### config.mk
export PLATFORM = sky130hd
export DESIGN_NAME = dmem_fill_resp
export DESIGN_NICKNAME = d
export VERILOG_FILES = /design/src/rtl/dmem_fill_resp.sv
export SDC_FILE = /design/constraint.sdc
export NUM_CORES = 2
export LEC_CHECK = 0
export CAP_MARGIN = 20
export CORE_UTILIZATION = 45
export CTS_CLUSTER_SIZE = 30
export DETAILED_ROUTE_END_ITERATION = 8
export HOLD_SLACK_MARGIN = 0.03
export PLACE_DENSITY = 0.68
export SLEW_MARGIN = 20
export SYNTH_ARGS = -nofsm -noshare
export SYNTH_HDL_FRONTEND = slang
export SYNTH_SLANG_ARGS = --single-unit
### constraint.sdc
create_clock -name clk -period 111 [get_ports clk]
set_input_delay 22.2 -clock clk [delete_from_list [all_inputs] [get_ports clk]]
set_output_delay 22.2 -clock clk [all_outputs]
set_load 0.005 [all_outputs]
### src/rtl/dmem_fill_resp.sv
// dmem_fill_resp: answers data-cache line refills by reading the line from a
// narrower memory port one beat at a time and returning the assembled line
// with a single-cycle valid pulse.
module dmem_fill_resp #(
    parameter int unsigned LINE_W  = 512,
    parameter int unsigned BLK_LEN = 58,
    parameter int unsigned BEAT_W  = 64
) (
    input  logic               clk,
    input  logic               rst,
    input  logic [BLK_LEN-1:0] b_addr_d,
    input  logic               b_rd_d,
    output logic [LINE_W-1:0]  b_rdata_d,
    output logic               b_dv_d,
    output logic [63:0]        m_addr,
    output logic               m_rd,
    input  logic               m_ready,
    input  logic [BEAT_W-1:0]  m_rdata,
    input  logic               m_rvalid,
    output logic               busy
);

    localparam int unsigned BEATS  = LINE_W / BEAT_W;
    localparam int unsigned IDX_W  = (BEATS > 1) ? $clog2(BEATS) : 1;
    localparam int unsigned OFF_W  = $clog2(BEAT_W / 8);
    localparam int unsigned ADDR_W = 64;
    localparam logic [IDX_W-1:0] LAST_IDX = IDX_W'(BEATS - 1);

    typedef enum logic [1:0] {
        IDLE = 2'd0,
        REQ  = 2'd1,
        WAIT = 2'd2,
        DONE = 2'd3
    } state_t;

    state_t             state_q;
    logic [BLK_LEN-1:0] blk_q;
    logic [IDX_W-1:0]   idx_q;
    logic               abort_q;
    logic [LINE_W-1:0]  line_q;
    logic [LINE_W-1:0]  line_wr;

    // Byte address of beat idx within block blk: {blk, idx, zero byte offset}.
    function automatic logic [ADDR_W-1:0] beat_addr(input logic [BLK_LEN-1:0] blk,
                                                    input logic [IDX_W-1:0]   idx);
        return ADDR_W'({blk, idx, OFF_W'(0)});
    endfunction

    // Line buffer with the incoming beat merged in, so the final beat can be
    // returned on the same edge it is captured.
    always_comb begin
        line_wr = line_q;
        line_wr[int'(idx_q) * BEAT_W +: BEAT_W] = m_rdata;
    end

    // Fill sequencer: request beats in ascending order, collect them, and
    // publish the line unless the requester withdrew mid-fill.
    always_ff @(posedge clk or posedge rst) begin
        if (rst) begin
            state_q   <= IDLE;
            blk_q     <= '0;
            idx_q     <= '0;
            abort_q   <= 1'b0;
            line_q    <= '0;
            b_rdata_d <= '0;
            b_dv_d    <= 1'b0;
            m_addr    <= '0;
            m_rd      <= 1'b0;
            busy      <= 1'b0;
        end else begin
            b_dv_d <= 1'b0;
            case (state_q)
                IDLE: begin
                    if (b_rd_d) begin
                        blk_q   <= b_addr_d;
                        idx_q   <= '0;
                        abort_q <= 1'b0;
                        m_rd    <= 1'b1;
                        m_addr  <= beat_addr(b_addr_d, '0);
                        busy    <= 1'b1;
                        state_q <= REQ;
                    end
                end
                REQ: begin
                    if (!b_rd_d) begin
                        abort_q <= 1'b1;
                    end
                    if (m_ready) begin
                        m_rd    <= 1'b0;
                        state_q <= WAIT;
                    end
                end
                WAIT: begin
                    if (!b_rd_d) begin
                        abort_q <= 1'b1;
                    end
                    if (m_rvalid) begin
                        line_q <= line_wr;
                        if (idx_q != LAST_IDX) begin
                            idx_q   <= idx_q + IDX_W'(1);
                            m_rd    <= 1'b1;
                            m_addr  <= beat_addr(blk_q, idx_q + IDX_W'(1));
                            state_q <= REQ;
                        end else if (abort_q || !b_rd_d) begin
                            // Withdrawn fill: drain finished, drop the line.
                            busy    <= 1'b0;
                            state_q <= IDLE;
                        end else begin
                            b_dv_d    <= 1'b1;
                            b_rdata_d <= line_wr;
                            state_q   <= DONE;
                        end
                    end
                end
                DONE: begin
                    busy    <= 1'b0;
                    state_q <= IDLE;
                end
                default: begin
                    m_rd    <= 1'b0;
                    busy    <= 1'b0;
                    state_q <= IDLE;
                end
            endcase
        end
    end

endmodule

Yosys cells after proc, flatten, opt, wreduce, memory -nomap -nowiden
Cells that the tools add are included.
Cells by class
  add/subtract/negate cells: 2
  multiply operators: 0
  divide/modulo/power cells: 0
  order comparisons: 0
  eq/ne operators: 11
  shift-type cells: 2
  muxes and demuxes: 31
  bitwise gates (word level): 2
  reductions and logical operators: 16
Operator list (count)
  $bwmux 512: 1
  $shift 64x34->512 const A: 1
  $shiftx 64x34->512: 1
  $mux 64: 3
  $pmux 64 s2: 1
  $neg 9->34: 1
  $ne 2x2->1 const B: 7
  $mux 1: 13
  $mux 2: 5
  $reduce_and 5->1: 2
  $mux 3: 3
  $pmux 2 s4: 1
  $reduce_and 4->1: 2
  $pmux 1 s3: 2
  $pmux 3 s2: 1
  $reduce_and 3->1: 2
  $reduce_bool 3->1: 2
  $eq 2x2->1 const B: 2
  $reduce_and 2->1: 2
  $reduce_bool 2->1: 2
  $add 3x1->3 const B: 1
  $ne 3x3->1 const B: 1
  $eq 2x1->1 const B: 1
  $logic_not 2->1: 1
  other kinds (5): 6
Storage, ports and cells
  flip-flop bits (word level): 1155
  latch bits: 0
  memory bits (writable): 0
  bits in read-only memories: 0
  bits of input ports: 127
  output and inout port bits: 579
  word-level logic and storage cells: 74
  memories kept: 0

Logic depth before layout (Yosys ltp)
  word-level depth: 6
  gate-level depth with buffers: 13
  gate-level depth less buffers: 7

Worst setup path before layout
No wires, ideal clock.
  path kind: input to register
  from: input port m_rvalid
  to: register b_rdata_d[208]
  library setup time: 0.127 ns
  arrival time: 23.336 ns
  required time: 110.873 ns
  path slack: 87.537 ns
  stages: 8
  path buffers: 4
  cells stage by stage: and2_1 -> buf_4 -> nand3_1 -> buf_2 -> buf_2 -> buf_2 -> a221oi_1 -> nor2_1
Between the ends
  word-level cells in the longest chain between the ends: 1
RTL lines
  start: declaration: line 19  | input logic m_rvalid,
  $reduce_and 4->1 (no source line)
  end signal: assignment: line 110  | b_rdata_d <= line_wr;
  end: declaration: line 13  | output logic [LINE_W-1:0] b_rdata_d,
No other way between the ends.
A chain may end at the register's enable or synchronous reset.

Worst setup path in the final report
  from: input port m_rvalid
  to: register b_rdata_d[10]
Same word-level chain as after synthesis.

==> run summary <==
In the final timing run, aggregate negative setup slack is 0 ns. The multi-input combinational cells in the finished layout cover a total of 16,800 um^2. Registers take 28,800 um^2. The number of hold buffers added after cts came out at 0.

In the routed layout, each cell is associated on average with a via count of 5.80. The first-pass detailed-route iteration total is 6. The worst hold path belongs to the class reg2reg. The largest net degree at the start of global routing came out at 182. The endpoint kind of the worst setup timing path is a flip-flop. The global router's overall resource usage came out at 0.295. At the end of routability-driven placement, the weighted congestion stood at 0.823. The arrival time at the worst endpoint came out at 26.60 ns. The category of the worst setup path launch point is an input pin.

Of the post-synthesis cell area, the dominant cell type holds 0.604. The H-tree depth is 3. The achievable frequency came out at 0.0385 GHz. The fraction of layout cells with a size suffix above 1 is 0.0780.

The flow ran to the end, and the final reports show no timing, DRC or antenna violations. The total of cells resized after clock tree synthesis came out at 0. The number of design rule violations left after detail routing came out at 0. The worst hold path begins at line_q[95]$_DFFE_PP0P_. The number of cell instances on the worst register-to-register path is 10. The worst-skew pair later-pin latency came out at 0.72 ns. For flop-to-flop paths, the worst setup slack is 106.27 ns.

The count of endpoints failing hold in the final timing report came out at 0. After the first detailed-routing iteration, the DRC count stood at 3,562. The average wire per cell in the routed design came out at 23.9 um. The root buffer selected by CTS is clkbuf_16.

The placeable core area is 104,000 um^2. The total power of the final layout came out at 1.12 mW. The warning count from the yosys run is 0. The clock buffer count from CTS is 118.

The leakage dissipation is 26.7 nW. 706 I/O pins were placed. TritonCTS built the clock tree. The TritonCTS sink count came out at 1,149. The critical path data required time came out at 111.63 ns.

The worst-case vdd ir drop is 0.0000258 V. The via count of the first global-routing pass is 37.8k. Max-cap violations in this run came to 0. The sequential cell area fraction in the yosys report came out at 0.604. The total of flip-flops plus latches after synthesis came out at 1,149. The final critical-path setup slack is 85.03 ns. The critical path is of the in2reg type. The initial core utilization came out at 0.456. The maximum net fanout on the critical path came out at 109. The netlist area before placement is 47,600 um^2.

Of all cell types, the one taking the most synthesized area is dfrtp_1. Prior to clock tree synthesis, the placed netlist has a worst setup slack of 84.02 ns. Leaving out fill and tap cells, the most frequent cell in the layout is dfrtp_1. The top cell types in the final layout, fill and taps aside, are 1,149 x dfrtp_1, 994 x nor2_1, 781 x nand2_1.

The initial antenna violation count is 2. In this run the mean area of a mapped cell was 10.0 um^2. By area the synthesized netlist is led by dfrtp_1 60%, nor2_1 7.8%, a221oi_1 7.4%. Counting every instance in the synthesized netlist gives 4,759. The count of antenna-violating nets left after detailed routing came out at 0. The buffers inserted during post-CTS setup optimization is 0. The filler cell count is 9,075. The total wirelength of the detailed-routed design is 159,000 um.

The count of buffers from port buffering is 702. For this design the ratio of total power to cell area is 19.0 nW/um^2. The clock period minus worst slack is 25.97 ns. The end point of the worst hold path is line_q[95]$_DFFE_PP0P_. The total setup violations reported at the end of the flow is 0. Of the available clock period, the critical path in the final layout requires 0.234.

The clock-pin slew on the worst setup and hold paths came out at 0.06 ns. The aggregate global routing overflow is 0. The die covers 107,000 um^2. The vertical die dimension came out at 327 um. Between clock sinks in the finished design, the worst skew comes to 0.0157 ns. For the pin with the worst max-slew slack, the measured transition is 1.16 ns.

The worst relative slew slack came out at 0.229. The max-slew violation count is 0. The maximum number of buffers from clock root to sink came out at 3. Setup repair after global routing left no endpoint under its margin. The critical register-to-register path startpoint is state_q[0]$_DFFE_PP0P_. The end of the worst register-to-register path is b_rdata_d[10]$_DFFE_PP0P_. The final layout net count is 5,325. The wire length of the first global-routing pass came out at 240,000 um. The cell row count came out at 118.

Detailed placement ended at an HPWL of 95,300 um. The worst hold path depth came out at 2. The via count came out at 38.6k.

The number of unique standard cell types used by synthesis came out at 44. The die span in x is 327 um. The layout-stage area growth over the synthesis result came out at 23.8%.
[how the worst max path moves through the flow]
stage | from | endpoint | slack, ns | cells after the start
6_report | m_rvalid | b_rdata_d[10]$_DFFE_PP0P_ | 85.03 | 9
3_5_place_dp | rst | b_rdata_d[144]$_DFFE_PP0P_ | 84.02 | 6
5_1_grt | rst | b_rdata_d[337]$_DFFE_PP0P_ | 84.43 | 7
3_3_place_gp | rst | line_q[17]$_DFFE_PP0P_ | 84.05 | 6
4_1_cts | rst | line_q[209]$_DFFE_PP0P_ | 84.80 | 6
2_1_floorplan | rst | abort_q$_DFFE_PP0P_ | 56.44 | 1
[worst max-delay path: stages]
cell             delay, ns
clkdlybuf4s50_1       0.52
and2_1                0.66
nand3_4               0.50
inv_8                 0.65
buf_4                 0.93
buf_4                 0.48
buf_16                0.33
nor2_1                0.09
a21oi_1               0.14
[metal layers]
metal / global-route usage / vias up / share of wire
met3: 0.0533 / 276 / 0.077
met2: 0.468 / 1706 / 0.47
met1: 0.403 / 19436 / 0.41
li1: - / 17222 / -
met4: 0.114 / 0 / 0.035
met5: 0 / - / 0
[per-stage QoR]
stage / instances / hold WS, ns / utilization / cell area, um^2
floorplan: 4761 / 0.449 / - / 47600
global placement: 6441 / 0.461 / 0.526 / 54800
detailed placement: 6441 / 0.470 / 0.526 / 54800
CTS: 6660 / 0.483 / 0.564 / 58800
global route: 6666 / 0.496 / 0.565 / 58900
finish: 6666 / 0.478 / 0.565 / 58900
[Yosys cell counts, drive strengths merged]
master and n:
and3 3, buf 248, nor3b 2, o21ai 456, a211oi 2, inv 10
nor2b 13, nor2 995, a21o 1, a221oi 421, or2 1, o41ai 2
and2 8, nand4 3, a21oi 215, clkbuf 205, o31ai 2, nand3b 1
a31oi 4, mux2 121, or3 1, o21a 1, conb 1, nand2b 1
dfrtp 1149, a32oi 22, mux2i 58, ha 13, nor4 1, nor3 2
nor4b 1, nand2 787, nand3 9
[sequential cells by signal, indices dropped and copies added, names as in the netlist]
register	count
busy	1
blk_q	58
b_rdata_d	512
m_rd	1
state_q	2
m_addr	59
line_q	512
idx_q	2
abort_q	1
b_dv_d	1
[logic make-up after synthesis]
group,Yosys count,synth area share
flops,1149,0.604
buf+inv,463,0.0467
other cells,1,0.0000788
simple gates,1828,0.148
compound gates,1126,0.156
fa+ha+maj,13,0.00342
mux,179,0.0408
[power breakdown]
part	internal, mW	leakage, nW	switching [mW]
clock	0.236	1.98	0.173
sequential	0.457	15.6	0.0203
combinational	0.0818	9.09	0.149
[cell type report]
| class | count | area share |
|---|---|---|
| antenna | 2 | 0.0000850 |
| sequential | 1149 | 0.488 |
| inverter | 10 | 0.000892 |
| clock buffer | 174 | 0.0593 |
| tap | 1380 | 0.0293 |
| multi-input combinational | 3149 | 0.285 |
| clock inverter | 45 | 0.00854 |
| timing repair buffer | 757 | 0.128 |
No activity file was read; power rests on OpenSTA's default activity.
